==> src/rtl/ps2_host_tx.sv <==
// Host-to-device PS/2 transmitter: inhibits the bus, issues a request-to-send,
// then shifts a command byte out on device clock edges and checks the acknowledge.
module ps2_host_tx #(
    parameter int INHIBIT_CYCLES     = 960,
    parameter int FIRST_EDGE_TIMEOUT = 142860,
    parameter int BIT_TIMEOUT        = 19048,
    parameter int FILT_LEN           = 4
) (
    input  logic       clk_kb,
    input  logic       rst_n,
    input  logic [7:0] tx_data,
    input  logic       tx_valid,
    output logic       tx_ready,
    input  logic       ps2_clk_in,
    input  logic       ps2_data_in,
    output logic       ps2_clk_oe,
    output logic       ps2_data_oe,
    output logic       busy,
    output logic       tx_done,
    output logic       tx_err
);
    localparam int TO_MAX  = (FIRST_EDGE_TIMEOUT > BIT_TIMEOUT) ? FIRST_EDGE_TIMEOUT : BIT_TIMEOUT;
    localparam int CNT_MAX = (TO_MAX > INHIBIT_CYCLES) ? TO_MAX : INHIBIT_CYCLES;
    localparam int CW      = $clog2(CNT_MAX + 1);
    localparam logic [CW-1:0] INH_LAST   = CW'(INHIBIT_CYCLES - 1);
    localparam logic [CW-1:0] FIRST_LAST = CW'(FIRST_EDGE_TIMEOUT - 1);
    localparam logic [CW-1:0] BIT_LAST   = CW'(BIT_TIMEOUT - 1);

    typedef enum logic [3:0] {
        S_IDLE, S_INHIBIT, S_REQ, S_WAIT_FIRST, S_DATA,
        S_ACK, S_WAIT_IDLE, S_DONE, S_ERR
    } state_t;

    state_t              state_q, state_nxt;
    logic [1:0]          clk_sync, data_sync;
    logic [FILT_LEN-1:0] filt_sh;
    logic                clk_filt;
    logic                data_s, fe;
    logic [9:0]          sh_q;
    logic [3:0]          n_q;
    logic [CW-1:0]       cnt_q;
    logic                accept, shift_en;
    logic                ready_nxt, clk_oe_nxt, data_oe_nxt, busy_nxt, done_nxt, err_nxt;

    // Lines idle high, so the conditioning chain resets to 1 to avoid a false edge.
    always_ff @(posedge clk_kb) begin
        if (!rst_n) begin
            clk_sync  <= 2'b11;
            data_sync <= 2'b11;
            filt_sh   <= '1;
            clk_filt  <= 1'b1;
        end else begin
            clk_sync  <= {clk_sync[0], ps2_clk_in};
            data_sync <= {data_sync[0], ps2_data_in};
            filt_sh   <= {filt_sh[FILT_LEN-2:0], clk_sync[1]};
            if (&filt_sh)
                clk_filt <= 1'b1;
            else if (~|filt_sh)
                clk_filt <= 1'b0;
        end
    end

    assign data_s   = data_sync[1];
    assign fe       = clk_filt & ~|filt_sh;
    assign accept   = tx_valid & tx_ready;
    assign shift_en = fe & ((state_q == S_WAIT_FIRST) | (state_q == S_DATA));

    always_comb begin
        state_nxt = state_q;
        case (state_q)
            S_IDLE:       if (accept) state_nxt = S_INHIBIT;
            S_INHIBIT:    if (cnt_q == INH_LAST) state_nxt = S_REQ;
            S_REQ:        state_nxt = S_WAIT_FIRST;
            S_WAIT_FIRST: begin
                if (fe)                        state_nxt = S_DATA;
                else if (cnt_q == FIRST_LAST)  state_nxt = S_ERR;
            end
            S_DATA: begin
                if (fe) begin
                    if (n_q == 4'd8) state_nxt = S_ACK;
                end else if (cnt_q == BIT_LAST) begin
                    state_nxt = S_ERR;
                end
            end
            S_ACK: begin
                if (fe)                     state_nxt = data_s ? S_ERR : S_WAIT_IDLE;
                else if (cnt_q == BIT_LAST) state_nxt = S_ERR;
            end
            S_WAIT_IDLE: begin
                if (clk_filt && data_s)     state_nxt = S_DONE;
                else if (cnt_q == BIT_LAST) state_nxt = S_ERR;
            end
            S_DONE:  state_nxt = S_IDLE;
            S_ERR:   state_nxt = S_IDLE;
            default: state_nxt = S_IDLE;
        endcase
    end

    // Outputs are registered from the next state so they line up with state_q.
    always_comb begin
        ready_nxt   = 1'b0;
        clk_oe_nxt  = 1'b0;
        data_oe_nxt = 1'b0;
        done_nxt    = 1'b0;
        err_nxt     = 1'b0;
        busy_nxt    = (state_nxt != S_IDLE);
        case (state_nxt)
            S_IDLE:       ready_nxt = 1'b1;
            S_INHIBIT:    clk_oe_nxt = 1'b1;
            S_REQ: begin
                clk_oe_nxt  = 1'b1;
                data_oe_nxt = 1'b1;
            end
            S_WAIT_FIRST: data_oe_nxt = 1'b1;
            S_DATA:       data_oe_nxt = shift_en ? ~sh_q[0] : ps2_data_oe;
            S_DONE:       done_nxt = 1'b1;
            S_ERR:        err_nxt = 1'b1;
            default:      ;
        endcase
    end

    always_ff @(posedge clk_kb) begin
        if (!rst_n) begin
            state_q     <= S_IDLE;
            tx_ready    <= 1'b0;
            ps2_clk_oe  <= 1'b0;
            ps2_data_oe <= 1'b0;
            busy        <= 1'b0;
            tx_done     <= 1'b0;
            tx_err      <= 1'b0;
        end else begin
            state_q     <= state_nxt;
            tx_ready    <= ready_nxt;
            ps2_clk_oe  <= clk_oe_nxt;
            ps2_data_oe <= data_oe_nxt;
            busy        <= busy_nxt;
            tx_done     <= done_nxt;
            tx_err      <= err_nxt;
        end
    end

    // Frame shifter holds {stop, parity, data}; bit 0 is the next bit to drive.
    always_ff @(posedge clk_kb) begin
        if (!rst_n) begin
            sh_q  <= '0;
            n_q   <= '0;
            cnt_q <= '0;
        end else begin
            if (state_nxt != state_q || state_q == S_IDLE || (fe && state_q == S_DATA))
                cnt_q <= '0;
            else
                cnt_q <= cnt_q + CW'(1);
            if (accept) begin
                sh_q <= {1'b1, ~^tx_data, tx_data};
                n_q  <= '0;
            end else if (shift_en) begin
                sh_q <= {1'b0, sh_q[9:1]};
                if (state_q == S_DATA)
                    n_q <= n_q + 4'd1;
            end
        end
    end
endmodule

==> config.mk <==
export PLATFORM = sky130hd
export DESIGN_NAME = ps2_host_tx
export DESIGN_NICKNAME = d
export VERILOG_FILES = /design/src/rtl/ps2_host_tx.sv
export SDC_FILE = /design/constraint.sdc
export NUM_CORES = 1
export LEC_CHECK = 0
export CORE_UTILIZATION = 40
export DETAILED_ROUTE_END_ITERATION = 7
export GPL_ROUTABILITY_DRIVEN = 0
export PLACE_DENSITY = 0.56
export SKIP_CTS_REPAIR_TIMING = 1
export SLEW_MARGIN = 5
export SYNTH_ARGS = -nofsm -noshare
export SYNTH_HDL_FRONTEND = slang
export SYNTH_SLANG_ARGS = --single-unit
==> constraint.sdc <==
create_clock -name clk_kb -period 3.3 [get_ports clk_kb]
set_input_delay 0.66 -clock clk_kb [delete_from_list [all_inputs] [get_ports clk_kb]]
set_output_delay 0.66 -clock clk_kb [all_outputs]
set_load 0.03 [all_outputs]
==> metrics.md <==
| Metric | Value |
|---|---|
| Outcome | completed |
| Setup crit start kind | flop |
| Final setup viols | 0 |
| Vias | 2203 |
| Num CTS Buffers | 5 |
| Syn avg cell area | 8.73 µm² |
| Met1 usage | 24.3% |
| Initial DRT Pass Iterations | 4 |
| Synth Warn # | 0 |
| Hold/Removal Path Class | reg -> reg |
| Crit path cell chain | ha_1 > nor4b_2 > nand4_1 > o31a_2 > nor4_4 > mux2i_1 > a2bb2oi_2 > buf_4 > nor3b_1 |
| I/O pins | 19 |
| EDFF count, synth | 0 |
| Max Clock Skew | 0.00726 ns |
| #FFs+latches synth | 51 |
| Tcrit/Tclk final | 90.6% |
| PwrDens | 399 mW/mm² |
| CTS tree | built |
| Slowest-stage cell, CP | nor4_4 |
| Core area | 0.00646 mm² |
| Hold WS | 0.415 ns |
| Root buf cell | clkbuf_8 |
| Flop pwr share | 52.6% |
| Routing usage on met3 | 3.05% |
| Grt peak-use layer | met2 |
| Clk network pwr share | 35.6% |
| Clk_lat worst skew | 0.30 ns |
| Internal | 0.000929 W |
| Ys async rst share | 0% |
| Critical Path End Type | flop |
| Final setup margin | 0.311 ns |
| Slew @ Worst Pin | 1.06 ns |
| Initial antenna violation count | 0 |
| WL/cell | 13.7 µm |
| H-tree levels | 2 |
| Post-synth design cell area | 0.00273 mm² |
| P&R area growth vs syn | 12.8% |
| Leakage | 1.16 nW |
| Sw frac | 24.4% |
| DP Worst Slack | 0.324 ns |
| Fin Setup TNS | 0 ns |
| First-pass GRT wire length | 9680 µm |
| Psw | 0.000301 W |
| Post-synth top flop | dfxtp_1 |
| Max Fanout on Critical Path | 18 |
| Final Max Tran Viols | 0 |
| Crit Path Class | reg -> reg |
| Layout cells sized above 1 | 11.0% |
| Final net count | 342 |
| DIE WIDTH | 84.6 µm |
| Worst EP arrival | 3.17 ns |
| IO buf count | 18 |
| Slew margin rel. | 29.3% |
| Clock Path Buffers | 2 |
| Die Y | 84.6 µm |
| Worst path max stage delay | 0.51 ns |
| Antenna diodes | 0 |
| Remaining DRCs | 0 |
| Hpwl dp | 3940 µm |
| Unrepaired setup endpoints after global routing | no |
| Via density | 5.45 |
| Syn Inst Count | 313 |
| Seq/Total Area, Yosys | 37.4% |
| ANT nets after route | 0 |
| Yosys cell types | 59 |
| Global routing usage on met2 | 24.7% |
| Worst path required time | 3.48 ns |
| Fin crit period | 2.99 ns |
| Clk sinks | 51 |
| Drt initial violations | 110 |
| Syn nets | 329 |
| Post-Route WL | 5520 µm |
| Pin count of the biggest net entering global routing | 29 |
| Remaining Overflow, GRT | 0 |
| Total track usage | 16.7% |
| Fin. Hold Viols | 0 |
| Reg clk slew, reported paths | 0.10 ns |
| Worst vdd ir | 0.210 mV |
| Max Cap Violations | 0 |
| Initial core utilization | 42.3% |
| # rows | 29 |
| FMAX | 335 MHz |
| Combinational fraction of design power | 11.8% |
| Vias in the first global route | 2008 |
| DIE AREA | 0.00716 mm² |
[cell usage in the layout, fill, tap and decap left out, drive strengths merged, types with 2 or more instances in the layout]
cell	Yosys	final
nor4bb	2	2
a211o	2	2
or3	2	2
and3	5	5
xnor2	20	20
clkdlybuf4s50	0	18
nor2	32	32
mux2i	10	10
o21ba	2	2
buf	2	3
nor4b	2	2
ha	3	3
nand2	43	43
nand4b	3	3
clkbuf	13	5
a31oi	3	3
or4	2	2
and2	10	10
nor3	8	8
nand3	11	11
nor3b	2	2
nand2b	11	11
nor4	3	3
a21oi	3	3
o211a	9	9
nor2b	6	6
xor2	8	8
nand4	13	13
inv	7	8
o21ai	7	7
dfxtp	51	51
[synthesized netlist by cell type, types with 2 or more instances]
cell type	n	area (µm²)
dfxtp_1	51	1020
nand2_1	43	161
nor2_1	21	78.8
xnor2_1	20	175
clkbuf_1	13	48.8
nand4_1	13	81.3
nand2b_1	11	68.8
nand3_1	11	55.1
mux2i_1	10	100
nor2_2	10	62.6
and2_1	9	56.3
o211a_1	9	90.1
xor2_1	8	70.1
inv_1	7	26.3
nor3_1	7	35.0
o21ai_0	7	35.0
nor2b_1	6	37.5
and3_1	4	25.0
a21oi_1	3	15.0
ha_1	3	37.5
nand4b_1	3	26.3
a211o_1	2	17.5
a31oi_1	2	12.5
nor4_4	2	42.5
nor4bb_1	2	20.0
o21ba_2	2	20.0
or3_1	2	12.5
[registers in the layout (all words and copies together), names as in the netlist]
register,flops
busy,1
clk_sync,2
tx_ready,1
sh_q,10
n_q,4
ps2_clk_oe,1
data_sync,2
state_q,4
tx_err,1
filt_sh,4
cnt_q,18
tx_done,1
ps2_data_oe,1
clk_filt,1
[final timing paths]
| kind | slack (ns) | cells after the start | end | start |
|---|---|---|---|---|
| worst max register to register | 0.31 | 9 | cnt_q[0]$_SDFF_PP0_ | cnt_q[0]$_SDFF_PP0_ |
| worst min-delay path | 0.42 | 1 | filt_sh[0]$_SDFF_PN1_ | clk_sync[1]$_SDFF_PN1_ |
| worst min register to register | 0.42 | 1 | filt_sh[0]$_SDFF_PN1_ | clk_sync[1]$_SDFF_PN1_ |
| worst max-delay path | 0.31 | 9 | cnt_q[0]$_SDFF_PP0_ | cnt_q[0]$_SDFF_PP0_ |
[cells by family after synthesis]
group	Yosys count	synth area share (%)
flops	51	37.4
mux	10	3.66
fa+ha+maj	3	1.37
compound gates	41	12.4
buf+inv	22	3.34
simple gates	158	32.9
xor+xnor	28	8.98
[per-stage QoR]
step	utilization, %	total power, W	instance area (µm²)	std cells
floorplan	-	0.000765	2730	313
global placement	45.9	0.000809	2970	396
detailed placement	45.9	0.000809	2970	396
CTS	47.7	0.00126	3080	404
global route	47.7	0.00130	3080	404
finish	47.7	0.00123	3080	404
[critical path: cells and delay by family (launching register included)]
family                   cells  cell delay [ns]
AND/OR/NAND/NOR              4             1.05
AO/OA/AOI/OAI                2             0.54
flip-flops                   1             0.43
adder cells (fa/ha/maj)      1             0.30
buffers and inverters        1             0.28
multiplexers                 1             0.27
[per-layer routing]
metal	routed length [µm]	share of wire [%]
met1	2840	51
met2	2420	44
met3	179	3.2
met4	78	1.4
met5	0	0
[power by group through the flow]
stage / Combinational [W] / Clock [W] / Sequential, W
after floorplan: 0.000102 / 0 / 0.000664
after global routing: 0.000160 / 0.000493 / 0.000650
after global placement: 0.000147 / 0 / 0.000662
after detailed placement: 0.000147 / 0 / 0.000662
final: 0.000146 / 0.000437 / 0.000647
after CTS: 0.000148 / 0.000462 / 0.000647
[final cells by class]
class                   instances  area [µm²]
fillers                       654        3380
multi-input cells             240        1620
flip-flops and latches         51        1020
repair buffers                 21         203
well taps                      77        96.3
clock buffers                   5        68.8
clock inverters                 3        46.3
inverters                       7        26.3
No activity file was read; power rests on OpenSTA's default activity.
